## config.mk

```make
export PLATFORM = sky130hd
export DESIGN_NAME = mem_responder_flat
export DESIGN_NICKNAME = d
export VERILOG_FILES = /design/src/rtl/mem_responder_pkg.sv /design/src/rtl/mem_responder_if.sv /design/src/rtl/mem_array.sv /design/src/rtl/mem_responder.sv /design/src/flat_wrapper.sv
export SDC_FILE = /design/constraint.sdc
export NUM_CORES = 2
export LEC_CHECK = 0
export ABC_AREA = 0
export BUFFER_PORTS_ARGS = -buffer_cell sky130_fd_sc_hd__buf_2
export CAP_MARGIN = 20
export CORE_MARGIN = 1
export CORE_UTILIZATION = 29
export CTS_CLUSTER_SIZE = 24
export DETAILED_ROUTE_END_ITERATION = 10
export GPL_ROUTABILITY_DRIVEN = 0
export GPL_TIMING_DRIVEN = 0
export PLACE_DENSITY = 0.41
export SLEW_MARGIN = 20
export SYNTH_ARGS = -nofsm -noshare
export SYNTH_HDL_FRONTEND = slang
export SYNTH_SLANG_ARGS = --single-unit
```

## constraint.sdc

```tcl
create_clock -name Clk -period 4.5 [get_ports Clk]
set_clock_uncertainty 0.15 [all_clocks]
set_input_delay 0.9 -clock Clk [delete_from_list [all_inputs] [get_ports Clk]]
set_output_delay 0.9 -clock Clk [all_outputs]
set_load 0.1 [all_outputs]
```

## src/rtl/mem_responder_pkg.sv

```systemverilog
// Shared types and constants for the mem_responder slice.
package mem_responder_pkg;

    typedef logic [15:0] word_t;

    typedef enum logic [1:0] {
        IDLE    = 2'd0,
        BUSY    = 2'd1,
        DONE    = 2'd2,
        RELEASE = 2'd3
    } state_e;

    localparam word_t MMIO_ADDR = 16'hFFFF;

endpackage

```

## src/rtl/mem_responder_if.sv

```systemverilog
// CPU-side memory bus: address/data/strobes out of the CPU, read data and ready back.
interface mem_responder_if;
    import mem_responder_pkg::*;

    word_t MAR;
    word_t MDR;
    logic  MEM_OE;
    logic  MEM_WE;
    word_t MDR_In;
    logic  R;

    modport master (output MAR, output MDR, output MEM_OE, output MEM_WE,
                    input MDR_In, input R);
    modport slave  (input MAR, input MDR, input MEM_OE, input MEM_WE,
                    output MDR_In, output R);

endinterface

```

## src/rtl/mem_array.sv

```systemverilog
// Single-port RAM, 2**AddrW x 16: synchronous write, registered read.
module mem_array
    import mem_responder_pkg::*;
#(
    parameter int unsigned AddrW = 8
) (
    input  logic             clk_i,
    input  logic             rst_i,
    input  logic             we_i,
    input  logic             re_i,
    input  logic [AddrW-1:0] addr_i,
    input  word_t            wdata_i,
    output word_t            rdata_o
);

    word_t mem_q [2**AddrW];
    word_t rdata_q, rdata_d;

    // Storage itself is never reset; only the read register is.
    always_ff @(posedge clk_i) begin
        if (we_i) begin
            mem_q[addr_i] <= wdata_i;
        end
    end

    always_comb begin
        rdata_d = rdata_q;
        if (re_i) begin
            rdata_d = mem_q[addr_i];
        end
    end

    always_ff @(posedge clk_i) begin
        if (rst_i) begin
            rdata_q <= '0;
        end else begin
            rdata_q <= rdata_d;
        end
    end

    assign rdata_o = rdata_q;

endmodule

```

## src/rtl/mem_responder.sv

```systemverilog
// Wait-state memory responder with one-cycle ready pulse and strobe-release handshake.
// Optional MEM_RESPONDER_MMIO_EN maps 16'hFFFF to SW (read) and HEX_Out (write).
module mem_responder
    import mem_responder_pkg::*;
#(
    parameter int unsigned WAIT_CYCLES = 2,
    parameter int unsigned ADDR_W      = 8
) (
    input  logic           Clk,
    input  logic           Reset,
    mem_responder_if.slave bus,
    input  word_t          SW,
    output word_t          HEX_Out
);

    localparam logic [3:0] CntLoad = (WAIT_CYCLES > 0) ? 4'(WAIT_CYCLES - 1) : 4'd0;

    state_e     state_q, state_d;
    logic [3:0] cnt_q, cnt_d;
    word_t      addr_q, addr_d;
    word_t      data_q, data_d;
    logic       we_q, we_d;

    logic  req;
    word_t eff_addr;
    word_t eff_data;
    logic  eff_we;
    logic  commit_raw;
    logic  commit;
    logic  mmio_hit;
    logic  ram_we;
    logic  ram_re;
    word_t ram_rdata;

    // With zero wait states the access completes on the latching edge, so the
    // live bus must be used in IDLE instead of the not-yet-latched copy.
    always_comb begin
        req = bus.MEM_OE | bus.MEM_WE;
        if (state_q == IDLE) begin
            eff_addr = bus.MAR;
            eff_data = bus.MDR;
            eff_we   = bus.MEM_WE;
        end else begin
            eff_addr = addr_q;
            eff_data = data_q;
            eff_we   = we_q;
        end
    end

    always_comb begin
        state_d    = state_q;
        cnt_d      = cnt_q;
        addr_d     = addr_q;
        data_d     = data_q;
        we_d       = we_q;
        commit_raw = 1'b0;
        unique case (state_q)
            IDLE: begin
                if (req) begin
                    addr_d = bus.MAR;
                    data_d = bus.MDR;
                    we_d   = bus.MEM_WE;
                    if (WAIT_CYCLES > 0) begin
                        state_d = BUSY;
                        cnt_d   = CntLoad;
                    end else begin
                        state_d    = DONE;
                        commit_raw = 1'b1;
                    end
                end
            end
            BUSY: begin
                if (cnt_q == 4'd0) begin
                    state_d    = DONE;
                    commit_raw = 1'b1;
                end else begin
                    cnt_d = cnt_q - 4'd1;
                end
            end
            DONE: state_d = RELEASE;
            RELEASE: begin
                if (!req) begin
                    state_d = IDLE;
                end
            end
            default: state_d = IDLE;
        endcase
    end

    // A reset edge aborts the access: nothing commits on it.
    assign commit = commit_raw & ~Reset;

    always_ff @(posedge Clk) begin
        if (Reset) begin
            state_q <= IDLE;
            cnt_q   <= '0;
        end else begin
            state_q <= state_d;
            cnt_q   <= cnt_d;
        end
        addr_q <= addr_d;
        data_q <= data_d;
        we_q   <= we_d;
    end

    assign ram_we = commit & eff_we & ~mmio_hit;
    assign ram_re = commit & ~eff_we & ~mmio_hit;
    assign bus.R  = (state_q == DONE);

    mem_array #(
        .AddrW (ADDR_W)
    ) u_mem_array (
        .clk_i   (Clk),
        .rst_i   (Reset),
        .we_i    (ram_we),
        .re_i    (ram_re),
        .addr_i  (eff_addr[ADDR_W-1:0]),
        .wdata_i (eff_data),
        .rdata_o (ram_rdata)
    );

`ifdef MEM_RESPONDER_MMIO_EN
    word_t hex_q, hex_d;
    word_t sw_q, sw_d;
    logic  sw_sel_q, sw_sel_d;

    assign mmio_hit = (eff_addr == MMIO_ADDR);

    // sw_sel_q picks which read register was last loaded, so MDR_In holds either.
    always_comb begin
        hex_d    = hex_q;
        sw_d     = sw_q;
        sw_sel_d = sw_sel_q;
        if (commit && eff_we && mmio_hit) begin
            hex_d = eff_data;
        end
        if (commit && !eff_we) begin
            sw_sel_d = mmio_hit;
            if (mmio_hit) begin
                sw_d = SW;
            end
        end
    end

    always_ff @(posedge Clk) begin
        if (Reset) begin
            hex_q    <= '0;
            sw_q     <= '0;
            sw_sel_q <= 1'b0;
        end else begin
            hex_q    <= hex_d;
            sw_q     <= sw_d;
            sw_sel_q <= sw_sel_d;
        end
    end

    assign HEX_Out    = hex_q;
    assign bus.MDR_In = sw_sel_q ? sw_q : ram_rdata;
`else
    logic unused_io;

    assign mmio_hit   = 1'b0;
    assign HEX_Out    = '0;
    assign bus.MDR_In = ram_rdata;
    assign unused_io  = ^{SW, eff_addr};
`endif

endmodule

```

## src/flat_wrapper.sv

```systemverilog
// flat-port wrapper written by rule: the top's interface ports become plain ports
module mem_responder_flat import mem_responder_pkg::*;
#(
    parameter int unsigned WAIT_CYCLES = 2,
    parameter int unsigned ADDR_W      = 8
)
  (Clk, Reset, SW, HEX_Out, bus_MAR, bus_MDR, bus_MEM_OE, bus_MEM_WE, bus_MDR_In, bus_R);
  mem_responder_if bus_i ();
  input  logic Clk;
  input  logic Reset;
  input  word_t SW;
  output word_t HEX_Out;
  input wire logic [$bits(bus_i.MAR)-1:0] bus_MAR;
  input wire logic [$bits(bus_i.MDR)-1:0] bus_MDR;
  input wire logic [$bits(bus_i.MEM_OE)-1:0] bus_MEM_OE;
  input wire logic [$bits(bus_i.MEM_WE)-1:0] bus_MEM_WE;
  output wire logic [$bits(bus_i.MDR_In)-1:0] bus_MDR_In;
  output wire logic [$bits(bus_i.R)-1:0] bus_R;
  assign bus_i.MAR = bus_MAR;
  assign bus_i.MDR = bus_MDR;
  assign bus_i.MEM_OE = bus_MEM_OE;
  assign bus_i.MEM_WE = bus_MEM_WE;
  assign bus_MDR_In = bus_i.MDR_In;
  assign bus_R = bus_i.R;
  mem_responder #(.WAIT_CYCLES(WAIT_CYCLES), .ADDR_W(ADDR_W)) u_core (.Clk(Clk), .Reset(Reset), .bus(bus_i), .SW(SW), .HEX_Out(HEX_Out));
endmodule
```

# Word-level counts from Yosys, hierarchy flattened
# Memory sizes are Yosys's and may differ from the RTL's. A register that Yosys moved wholly into a read port is not among the register bits.
# Index checks and enable logic that the tools add are counted.
[totals] ram_bits=4096 n_memories=1 elab_cells=40 out_inout_bits=33 regBits=31
[memory_table] name="u_core.u_mem_array.mem_q" words=256 width=16 read_ports=1 rd_ports_with_merged_regs=1 write_ports=1 line="mem_array.sv:16" rtl="word_t mem_q [2**AddrW];"
[classes] n_reduce_logical=6 n_bitwise=6 n_eq_ne=7 n_mux=14 n_addsub=1
[ops] operator="$mux W16" count=1
[ops] operator="$mux W4" count=2
[ops] operator="$mux W8" count=1
[ops] operator="$pmux W2 S4" count=1
[ops] operator="$pmux W4 S2" count=1
[ops] operator="$mux W2" count=3
[ops] operator="$reduce_and A3 Y1" count=2
[ops] operator="$mux W1" count=5
[ops] operator="$eq A2 B2 Y1 const B" count=2
[ops] operator="$logic_not A4 Y1" count=1
[ops] operator="$ne A2 B1 Y1 const B" count=2
[ops] operator="$ne A2 B2 Y1 const B" count=2
[ops] operator="$sub A4 B1 Y4 const B" count=1
[ops] operator="$and A1 B1 Y1" count=3
[ops] operator="$eq A2 B1 Y1 const B" count=1
[ops] operator="$logic_not A2 Y1" count=1
[ops] operator="$not A1 Y1" count=2
[ops] operator="$reduce_and A2 Y1" count=1
[ops] operator="$reduce_bool A2 Y1" count=1
[ops] operator="$or A1 B1 Y1" count=1

# Longest topological paths before layout
[logic_depth] ltp_word=7 ltp_mapped=14 ltp_nobuf=9

# By module
# A second synthesis with hierarchy kept.
[hier_totals] cells_unflattened=7164 area_unflattened_um2=158411.9
[modules_own_cells] module="mem_array" area_each_um2=156771.6 cells_each=7039 seq_area_each_um2=123318.3 instances=1
[modules_own_cells] module="mem_responder" area_each_um2=1640.3 cells_each=125 seq_area_each_um2=870.8 instances=1

# Least setup slack after synthesis
# No wires, ideal clock.
[synth_timing] kind="reg-to-reg" from="register u_core.state_q[0]" to="memory u_core.u_mem_array.mem_q[0][10] (netlist bit) (data pin)" arrival_ns=3.809 path_slack_ns=-0.014 t_required_ns=3.795 path_buffers=5 path_stages_with_launch=9 setup_time_ns=0.555 path_cell_list="dfxtp_1 inv_1 ha_1 buf_2 buf_2 buf_2 buf_1 clkbuf_1 mux2_2"
[synth_via] elab_chain_cells=2
[synth_rtl] item="start, declared" line="mem_responder.sv:18" rtl="state_e state_q, state_d;"
[synth_rtl] item="start signal, assigned" line="mem_responder.sv:98" rtl="state_q <= state_d;"
[synth_rtl] item="$logic_not A2 Y1" line="mem_responder.sv:39" rtl="if (state_q == IDLE) begin"
[synth_rtl] item="$mux W16" line="mem_responder.sv:39"
[synth_rtl] item="named net u_core.eff_data[10]" line="mem_responder.sv:26" rtl="word_t eff_data;"
[synth_rtl] item="end, declared" line="mem_array.sv:16"
# The timed path passes the listed nets, and every way through them passes these cells.

# Worst setup path after layout
[layout_timing] from="register u_core.state_q[0]" to="register u_core.u_mem_array.rdata_q[11] (netlist: u_core.u_mem_array.rdata_o[11]) (read register of u_core.u_mem_array.mem_q)"
[layout_via] elab_chain_cells=4 elab_cells_between_ends=8 cone_classes="eq/ne (1); mux (3); bitwise (3); reduce/logical (1)"
[layout_rtl] item="$eq A2 B1 Y1 or $logic_not A2 Y1 (tied branches)" line="mem_responder.sv:57, mem_responder.sv:39"
[layout_rtl] item="$mux W1, on equally long branches"
[layout_rtl] item="$and A1 B1 Y1 or $not A1 Y1 (tied branches)" line="mem_responder.sv:91, mem_responder.sv:107"
[layout_rtl] item="$and A1 B1 Y1" line="mem_responder.sv:107" rtl="assign ram_re = commit & ~eff_we & ~mmio_hit;"
[layout_rtl] item="end, declared" line="mem_array.sv:17" rtl="word_t rdata_q, rdata_d;"
# Several ways; a longest one is shown, not always the timed one.
# A chain may end at the register's enable or synchronous reset.

==> reports/metrics.cfg <==
[yosys]
ys.flop_type=edfxtp_1
async_flop_share_pct=0
avgSynthCellArea_sq_um=21.6
yosysSeqAreaShare_pct=78.7
synth.area.top_cells=edfxtp_1 (78%), mux4_2 (11%), mux2i_1 (3.3%)
syn_inst=7308
synth_top_area_share_pct=78.4
synth_top_area_cell=edfxtp_1
syn_area_sq_mm=0.158
yosys_warnings=0
synth_cell_types=55
synth_edf_count=4121
synth-seq-cells=4143

[route]
drt-pass1-iter-count=8
wl_per_cell_um=47.8
routed.top_layer=met5
drt_iter0_markers=17000
via_per_inst=5.76
vias=92500
ant_nets=0
wl_met1_um=291000
routed_wl_um=768000
met2_length_um=328000
wl_met3_um=91400
drc=0

[worst_hold_path]
hold_depth=2
min_path_type=input port to flop
min_to=u_core.state_q[1]$_SDFFE_PP0P_
worstHoldStart=Reset

[power_and_ir_drop]
seqPwrFrac_pct=35.0
comb_power_share_pct=38.4
pwr_density_cell_mw_per_mm2=689
leakagePower_nw=63.2
p_clk_share_pct=26.6
peakVddDrop_v=0.000809
power.internal_mw=83.0
switchingPower_mw=54.7
swShare_pct=39.7

[floorplan]
dieArea_sq_mm=0.547
io_pins=85
row_count=270
fp.dieH_um=740
core_sq_mm=0.541
die_w_um=740
initial_core_util_pct=29.1

[clock_tree]
cts_inserted_buffers=448
clock-root-buffer=clkbuf_16
worstSkewPairLatency_ps=1120
path_clk_slew_ps=60
ctsHtreeMaxLevel=5
clk_path_buf_depth=4
numClockSinks=4143
cts_tree=built

[place]
dp_cells=15000
numPortBuffers=44
hpwl_um=541000

[sta]
rsz0062_at_grt=yes
setup_violations=511
hold_viol_final=0
min_period_ps=4790
slew_headroom_pct=0.825
worstMarginPinSlew_ps=1490
drv_slew=0
timing.final.crit_share_pct=106
fmax_ghz=0.209
worst_slack_ps=-287

[global_routing]
grt_pass1_vias=86400
grt_pass1_wl_um=959000
antenna_found_initial=99
track_usage_pct=27.3
grt_max_degree=125
grt_overflow=0

[worst_setup_path]
reg2reg_to=u_core.u_mem_array.rdata_o[11]$_SDFFE_PP0P_
slowest_delay_ps=640
crit_arrival_ps=5580
reg2reg_from=u_core.state_q[0]$_SDFFE_PP0P_
worstRegToRegCells=13
crit_slowest_cell=o41ai_4
r2r_slack_ps=-290
cp_num_buf_inv=5
crit_family=compound AO/OA/AOI/OAI gates
crit_path_frequent_cell=buf_4
critPathMaxFanout=10
path_cells=inv_1 -> ha_4 -> clkbuf_4 -> mux2_2 -> o21ai_4 -> buf_12 -> buf_4 -> o22ai_1 -> o41ai_4 -> nand4_1 -> a2111oi_2 -> buf_4 -> a21oi_1
crit_required_ps=5300
worstSetupEndpointType=flop
path_class=flop to flop
startpoint_type=flop

[finish]
fin_util_pct=36.9
nets=8485
layout-drive-gt1-share_pct=33.8
syn_to_final_growth_pct=26.6
final_cells=16100
final_cell_mix=edfxtp_1 (4121), mux4_2 (768), mux2i_1 (515)
fill_cells=49200
final_common_cell=edfxtp_1

[run_status]
status=complete, but fails checks
violations=capacitance limit, setup timing

[run]
maxCapViolCount=1

## kinds of logic (layout without fill, tap and decap cells)
logic type	Yosys count	count (layout)	synth area share (%)
flops	4143	4143	78.7
mux	1302	1302	14.4
compound gates	1023	1023	4.43
buf+inv	466	1953	1.45
simple gates	365	365	0.962
fa+ha+maj	6	6	0.0476
xor+xnor	2	2	0.0111
other cells	1	66	0.00238
## metrics by stage
step	instance area [sq um]	setup slack (ps)	TNS, ps	hold WS [ps]	power, mW
floorplan	158000	-14.5	-33330	352	68.3
global placement	167000	-5180	-	395	94.2
detailed placement	180000	-2240	-8357060	392	97.4
CTS	198000	-299	-31970	39.4	135
global route	200000	-214	-3780	87.2	138
finish	200000	-287	-26890	89.3	138
## Yosys cell counts, types with 17 or more instances
master and n:
a21oi_1 215, a22oi_1 384, a41oi_1 23, buf_1 28, buf_2 179, buf_4 37
buf_6 23, clkbuf_1 192, dfxtp_1 22, edfxtp_1 4121, mux2_2 17, mux2i_1 516
mux4_2 768, nand2_1 43, nor2_1 275, o22ai_1 258, o41ai_1 95
## power groups by stage
| stage | combinational, mW | clock, mW | sequential (mW) |
|---|---|---|---|
| 2_1_floorplan | 18.6 | 0 | 49.7 |
| 3_3_place_gp | 43.7 | 0 | 50.5 |
| 3_5_place_dp | 48.5 | 0 | 48.9 |
| 4_1_cts | 49.7 | 36.8 | 48.1 |
| 5_1_grt | 52.1 | 38.1 | 48.2 |
| 6_report | 52.8 | 36.6 | 48.2 |
## layout make-up
cell class / count / area (sq um) / area share (%)
Sequential cell: 4143 / 124000 / 62.2
Clock buffer: 552 / 11700 / 5.84
Clock inverter: 281 / 2550 / 1.28
Buffer: 458 / 3920 / 1.96
Tap cell: 7208 / 9020 / 4.52
Inverter: 7 / 26.3 / 0.0132
Antenna cell: 50 / 125 / 0.0626
Timing Repair Buffer: 655 / 12600 / 6.30
Multi-Input combinational cell: 2714 / 35700 / 17.9
## how the worst max path moves through the flow
stage | from | end | cells past startpoint
after floorplan | u_core.state_q[0]$_SDFFE_PP0P_ | u_core.u_mem_array.mem_q[0][10]$_DFFE_PP_ | 8
after global placement | u_core.state_q[0]$_SDFFE_PP0P_ | u_core.u_mem_array.rdata_o[11]$_SDFFE_PP0P_ | 11
after detailed placement | u_core.state_q[0]$_SDFFE_PP0P_ | u_core.u_mem_array.mem_q[81][13]$_DFFE_PP_ | 13
after CTS | u_core.state_q[0]$_SDFFE_PP0P_ | u_core.u_mem_array.rdata_o[9]$_SDFFE_PP0P_ | 12
after global routing | u_core.state_q[0]$_SDFFE_PP0P_ | u_core.u_mem_array.rdata_o[3]$_SDFFE_PP0P_ | 11
final | u_core.state_q[0]$_SDFFE_PP0P_ | u_core.u_mem_array.rdata_o[11]$_SDFFE_PP0P_ | 13
## registers in the layout, indices dropped and copies added (netlist names)
register and flops:
u_core.data_q 16, u_core.state_q 2, u_core.we_q 1, u_core.u_mem_array.rdata_o 16, u_core.cnt_q 4, u_core.u_mem_array.mem_q 4096, u_core.addr_q 8
## timing repair
action | in CTS | in global routing
endpoints found under the setup margin | 7790 | 1924
hold buffers | 21 | 0
endpoints found under the hold margin | 21 | 0
setup buffers | 121 | 44
pin swaps | 89 | 41
gates resized for setup | 410 | 435
## layer usage
metal / GRT usage [%] / vias up
met5: 0 / -
met4: 16.8 / 40
met3: 8.67 / 1607
met2: 39.8 / 6909
met1: 35.6 / 50500
li1: - / 33500
Power figures use the tool's default switching activity.
